**src/rtl/fu_issue_sched.sv**
```systemverilog
// Per-FU-class issue queues (alu/ls/mult/branch) fed by three RS slots; optional bypass via FU_ISSUE_BYPASS_EN.
// Latency: one cycle from push to head (zero with FU_ISSUE_BYPASS_EN on an empty queue).
// Backpressure: registered per-class stall when free < 3; excess pushes drop and set sticky fu_overflow.
package fu_issue_sched_pkg;
   localparam logic [2:0] FU_NONE = 3'd0;
   localparam logic [2:0] ALU_1   = 3'd1;
   localparam logic [2:0] LS_1    = 3'd2;
   localparam logic [2:0] MULT_1  = 3'd3;
   localparam logic [2:0] BRANCH  = 3'd4;

   typedef struct packed {
      logic        valid;
      logic [2:0]  dec_fu_unit_sel;
      logic [15:0] tag;
   } RS_S_PACKET;

   typedef struct packed {
      logic alu;
      logic ls;
      logic mult;
      logic branch;
   } FU_FIFO_PACKET;
endpackage

module fu_issue_sched
   import fu_issue_sched_pkg::*;
#(
   parameter int DEPTH = 8
) (
   input  logic                                 clk,
   input  logic                                 rst,
   input  RS_S_PACKET [2:0]                     rs_issue_pkts,
   input  logic                                 squash,
   input  logic [3:0]                           fu_ready,
   output RS_S_PACKET [3:0]                     fu_pkts,
   output FU_FIFO_PACKET                        fu_fifo_stall,
   output logic [3:0][$clog2(DEPTH+1)-1:0]      fu_count,
   output logic                                 fu_overflow
);
   localparam int PW = $clog2(DEPTH);
   localparam int CW = $clog2(DEPTH + 1);

   function automatic logic [2:0] class_sel(input int c);
      case (c)
         0:       class_sel = ALU_1;
         1:       class_sel = LS_1;
         2:       class_sel = MULT_1;
         default: class_sel = BRANCH;
      endcase
   endfunction

   RS_S_PACKET    mem_q   [4][DEPTH];
   RS_S_PACKET    mem_d   [4][DEPTH];
   logic [PW-1:0] head_q  [4];
   logic [PW-1:0] head_d  [4];
   logic [PW-1:0] tail_q  [4];
   logic [PW-1:0] tail_d  [4];
   logic [CW-1:0] count_q [4];
   logic [CW-1:0] count_d [4];
   logic          overflow_q;
   logic          overflow_d;

   logic          pop;
   logic          wr;
   logic          byp_open;
   logic [CW-1:0] free;
   logic [CW-1:0] n_wr;
   logic [3:0]    stall;

   always_comb begin
      mem_d      = mem_q;
      head_d     = head_q;
      tail_d     = tail_q;
      count_d    = count_q;
      overflow_d = overflow_q;
      fu_pkts    = '0;
      pop        = 1'b0;
      wr         = 1'b0;
      byp_open   = 1'b0;
      free       = '0;
      n_wr       = '0;
      for (int c = 0; c < 4; c++) begin
         fu_pkts[c]       = mem_q[c][head_q[c]];
         fu_pkts[c].valid = (count_q[c] != '0) && !squash;
         pop              = fu_pkts[c].valid && fu_ready[c];
         free             = CW'(DEPTH) - count_q[c] + CW'(pop);
         n_wr             = '0;
         byp_open         = 1'b0;
`ifdef FU_ISSUE_BYPASS_EN
         // Reset gates the bypass so fu_pkts stays quiet while rst is low.
         byp_open         = (count_q[c] == '0) && !squash && rst;
`endif
         for (int s = 2; s >= 0; s--) begin
            if (rs_issue_pkts[s].valid && !squash &&
                rs_issue_pkts[s].dec_fu_unit_sel == class_sel(c)) begin
               wr = 1'b1;
               if (byp_open) begin
                  byp_open   = 1'b0;
                  fu_pkts[c] = rs_issue_pkts[s];
                  wr         = !fu_ready[c];
               end
               if (wr) begin
                  if (n_wr < free) begin
                     mem_d[c][tail_q[c] + PW'(n_wr)] = rs_issue_pkts[s];
                     n_wr = n_wr + CW'(1);
                  end else begin
                     overflow_d = 1'b1;
                  end
               end
            end
         end
         head_d[c]  = head_q[c] + PW'(pop);
         tail_d[c]  = tail_q[c] + PW'(n_wr);
         count_d[c] = count_q[c] + n_wr - CW'(pop);
         if (squash) begin
            head_d[c]  = '0;
            tail_d[c]  = '0;
            count_d[c] = '0;
         end
      end
   end

   always_ff @(posedge clk or negedge rst) begin
      if (!rst) begin
         for (int c = 0; c < 4; c++) begin
            head_q[c]  <= '0;
            tail_q[c]  <= '0;
            count_q[c] <= '0;
            for (int i = 0; i < DEPTH; i++) mem_q[c][i] <= '0;
         end
         overflow_q <= 1'b0;
      end else begin
         mem_q      <= mem_d;
         head_q     <= head_d;
         tail_q     <= tail_d;
         count_q    <= count_d;
         overflow_q <= overflow_d;
      end
   end

   always_comb begin
      for (int c = 0; c < 4; c++) begin
         fu_count[c] = count_q[c];
         stall[c]    = (CW'(DEPTH) - count_q[c]) < CW'(3);
      end
      fu_fifo_stall.alu    = stall[0];
      fu_fifo_stall.ls     = stall[1];
      fu_fifo_stall.mult   = stall[2];
      fu_fifo_stall.branch = stall[3];
      fu_overflow          = overflow_q;
   end
endmodule

```
**config.mk**
```make
export PLATFORM = sky130hd
export DESIGN_NAME = fu_issue_sched
export DESIGN_NICKNAME = d
export VERILOG_FILES = /design/src/rtl/fu_issue_sched.sv
export SDC_FILE = /design/constraint.sdc
export NUM_CORES = 2
export LEC_CHECK = 0
export ABC_AREA = 1
export CORE_MARGIN = 8
export CORE_UTILIZATION = 57
export DETAILED_ROUTE_END_ITERATION = 8
export MAX_ROUTING_LAYER = met4
export PLACE_DENSITY = 0.8
export SLEW_MARGIN = 20
export SYNTH_ARGS = -nofsm -noshare
export SYNTH_HDL_FRONTEND = slang
export SYNTH_SLANG_ARGS = --single-unit
```
**constraint.sdc**
```tcl
create_clock -name clk -period 4.55 [get_ports clk]
set_clock_uncertainty 0.2 [all_clocks]
set_input_delay 0.455 -clock clk [delete_from_list [all_inputs] [get_ports clk]]
set_output_delay 0.455 -clock clk [all_outputs]
set_load 0.05 [all_outputs]
```
[Word-level counts from Yosys, hierarchy flattened]
Cells that the tools add are included.
Word-level totals
  logic and storage cells: 393
  register bits: 681
Cells by class
  add/subtract/negate cells: 40
  muxes and demuxes: 132
  bitwise operators: 16
  equal/unequal tests: 12
  reductions and logical operators: 40
  order comparisons: 44
Operator list (count)
  $mux W160: 24
  $bwmux W160: 12
  $demux W20 S3: 12
  $bmux W20 S3: 4
  $mux W20: 12
  $mux W19: 8
  $mux W4: 20
  $ge A4 B4 Y1 const B: 16
  $not A3 Y4: 16
  $lt A4 B1 Y1 const B: 12
  $add A3 B3 Y3: 12
  $logic_and A1 B1 Y1: 35
  $add A4 B1 Y4 const B: 8
  $lt A4 B4 Y1: 8
  $mux W1: 32
  $mux W3: 8
  $eq A3 B2 Y1 const B: 6
  $add A4 B1 Y4: 4
  $add A4 B4 Y4: 4
  $lt A1 B4 Y1 const A: 4
  $lt A4 B2 Y1 const B: 4
  $reduce_bool A4 Y1: 4
  $sub A4 B1 Y4: 4
  $sub A4 B4 Y4 const A: 4
  4 further kinds: 11

[Depth between registers and ports, before layout]
  depth in word-level cells: 31
  mapped depth: 32
  gate-level depth less buffers: 32

[Worst setup path after synthesis]
OpenSTA, ideal clock, no wires.
  path type: reg2reg
  from: register count_q, in the netlist fu_count[4]
  to: register mem_q[447] in the netlist's numbering
  data arrival time: 5541 ps
  clock period less this slack: 5859 ps
  path slack: -1309 ps
  stages on the path, launching flop included: 24
  buffers on the path: 2
  library setup time: 118 ps
  path through: dfrtp_1 inv_1 ha_1 a31oi_1 and2_1 ha_1 ha_1 xor2_1 and2_1 buf_6 nand2_4 ha_1 nand2_1 nand2_1 ha_1 fa_1 or2_2 nand2_1 inv_1 nor2_1 nand4_2 buf_2 nand2_1 nand2_1
RTL lines
  start: declaration: RTL line 58  | logic [CW-1:0] count_q [4];
  start signal: assignment: RTL line 136  | count_q <= count_d;
  end signal: assignment: RTL line 133  | mem_q <= mem_d;
  end: declaration: RTL line 52  | RS_S_PACKET mem_q [4][DEPTH];

==> run summary <==
Finished Cell Area -> 0.05257 sq mm
Largest cells by area after synthesis -> dfrtp_1 (35%), nand2_1 (19%), o211ai_1 (7.1%)
Area grow syn2layout -> 12.25%
Drt first-iter violations -> 8198
Clock Sinks -> 649
Met1 usage -> 0.5207
Netlist Area Pre-Place -> 0.04683 sq mm
FILL cells -> 7031
Outcome -> completed
Worst slew margin -> 0.1478
Yosys reg bits -> 649
Rows -> 105
Grt met2 use -> 0.5758
MaxCap Viol Count -> 0
Cell Area, Placed -> 0.04964 sq mm
Multi-input logic area -> 0.02576 sq mm
# IOs -> 168
Floorplan Core Area -> 0.08172 sq mm
IO buf count -> 167
H-tree depth -> 3
Hpwl dp -> 119400 microns
Syn Area/Cell -> 6.591 sq um
Worst-path fanout max -> 23
GPL Wtd Cong -> 1.028
DRT Pass-1 Iters -> 7
Number of synthesized flops with an enable pin -> 0
Placed instance count -> 8004
Vias -> 51680
Final Max Slew Viols -> 0
Commonest non-fill, non-tap cell in the layout -> nand2_1
Synth warn -> 0
Syn Nets -> 7261
Vias per inst -> 6.335
Final Instance Count excl. Fillers -> 8157
Initial antenna violation count -> 3
Nets@finish -> 7180
Register area -> 0.01627 sq mm
Worst setup SP type -> flip-flop
Reg clk slew, reported paths -> 0.06 ns
Worst path required time -> 3.89 ns
Gr usage total -> 0.4161
Worst min path class -> input port to flip-flop
Wirelength per Cell -> 23.25 microns
Antenna-violating nets left -> 0
CTS tree -> yes
Final setup viols -> 0
Synth Instances -> 7106
Period Utilization, post-route -> 0.9731
Grt peak-use layer -> met2
RSZ-0062 raised after global routing -> true
Die area -> 0.09159 sq mm
GR Overflow Total -> 0
Commonest non-fill, non-tap cells in the layout -> nand2_1 (2385), inv_1 (658), nor2_1 (642), nand3_1 (638), dfrtp_1 (629)
Fmax -> 225.9 MHz
Pwr Density -> 478.0 mW/mm^2
Total Wirelength -> 189600 microns
Die W -> 302.6 microns
Clk Latency, worst-skew pair -> 0.63 ns
Area leader, netlist -> dfrtp_1
Seq/Total Area, Yosys -> 0.3468
Clock Tree Buf Depth -> 3
Die Span Y -> 302.6 microns
First-pass GRT wire length -> 290600 microns
M3 GR Usage -> 0.1259
TritonCTS Buffers -> 77
Synth top area share -> 0.3468
Drt drc -> 0
Largest net degree at the start of global routing -> 101
Worst VDD drop -> 0.0004560 V
CP endpoint kind -> output port
Post-synth top flop -> dfrtp_1
Worst EP arrival -> 3.77 ns
Initial core utilization -> 0.5731
Synth cell types -> 44
Number of global-route vias before repair -> 48710
Crit Path Class -> flip-flop to output port
Leak -> 28.00 nW
Fin crit period -> 4.427 ns
Fraction of layout cells with a size suffix above 1 -> 0.1011
CTS root buffer -> clkbuf_16
Worst-margin pin slew -> 1.278 ns
Post-synth ARST share -> 1.000
Power, Total -> 25.13 mW
Final hold vios -> 0
[power breakdown]
part	internal, mW	switching, mW
registers	6.63	0.583
clock network	4.09	2.71
logic	3.58	7.54
[kinds of logic after synthesis]
family,Yosys count,synth area share
and+or+nand+nor,3939,0.3545
buffers and inverters,1305,0.1211
AOI/OAI and AO/OA,1100,0.1475
DFF,649,0.3468
adders and majority gates,88,0.02543
xor gates and xnor gates,25,0.004675
[critical path: stages (launching register included)]
cell and delay, ns:
dfrtp_1 0.74, inv_1 0.22, buf_4 0.27, o21ai_0 0.14, o22ai_1 0.31, nor2_1 0.08, a31oi_1 0.43, clkdlybuf4s50_1 0.91
[cell usage after synthesis (2+ instances only)]
cell      instances
or2_1             2
nand2_2          31
buf_2           172
a31oi_1          80
nor3b_1           4
and2_1            6
a221oi_1          4
inv_1           681
nand3_4           2
dfrtp_1         649
ha_1             76
nand4_1          42
o22ai_1         128
nor2_8            6
nor3_2            2
o21ai_0         334
or2_2             6
o211ai_1        446
nor3_1           61
nor2_1          660
nand2_8           2
nor2_2            3
buf_1            15
o21ai_1           9
clkbuf_1        295
xnor2_1           2
inv_2            25
buf_6            53
xor2_1           23
nand3_2          10
nor4_1            3
fa_1             12
nand2_4          10
nand4_2          34
a21oi_1          94
and2_4            2
a211oi_1          4
clkinv_1         24
buf_4            39
nand3_1         642
nand2_1        2401
nor2_4           10
[cell type report]
class / count / share of cell area
diodes: 3 / 0.0001428
clock inverters: 29 / 0.008497
clock buffers: 109 / 0.04303
multi-input cells: 5152 / 0.4901
repair buffers: 415 / 0.07100
inverters: 730 / 0.05238
well taps: 1070 / 0.02547
flip-flops and latches: 649 / 0.3094
[state kept, by name, summed over array words and instances (netlist names)]
register / cells
fu_count: 16
mem_q: 608
tail_q: 12
head_q: 12
fu_overflow: 1
[stage by stage]
| step | setup WS, ns | TNS, ns | hold slack (ns) | utilization |
|---|---|---|---|---|
| after floorplan | -0.2486 | -11.66 | -0.04059 | - |
| final | 0.1226 | 0 | 0.1139 | 0.6433 |
| after global routing | -0.04701 | -0.08176 | 0.09757 | 0.6433 |
| after detailed placement | -0.03092 | -0.5158 | 0.2559 | 0.6074 |
| after CTS | 0.04773 | 0 | 0.07672 | 0.6407 |
| after global placement | -0.001135 | -0.001135 | 0.2520 | 0.6074 |
[final timing paths]
kind	start	end	slack (ns)	cells after the start
setup / recovery	head_q[4]	fu_pkts[46]	0.12	7
hold / removal	rs_issue_pkts[2]	mem_q[442]	0.11	3
setup reg to reg	fu_count[9]	mem_q[226]	0.18	19
hold reg to reg	mem_q[38]	mem_q[38]	0.27	2
max in group asynchronous	rst	mem_q[473]	2.74	3
min in group asynchronous	rst	mem_q[38]	0.26	2
[routing by layer]
metal  vias to the layer above  part of all wire  wire length [microns]
met5                         -                 0                      0
met4                         0             0.085                  16070
met3                      1076              0.16                  30120
met2                      4343              0.41                  77120
met1                     23440              0.35                  66330
li1                      22820                 -                      -
[repair_timing]
action,4_1_cts,5_1_grt
hold endpoints to repair,72,0
gates resized for setup,0,23
hold buffers,1,0
endpoints found under the setup margin,0,201
buffers inserted,0,11
(Power assumes the default switching activity.)
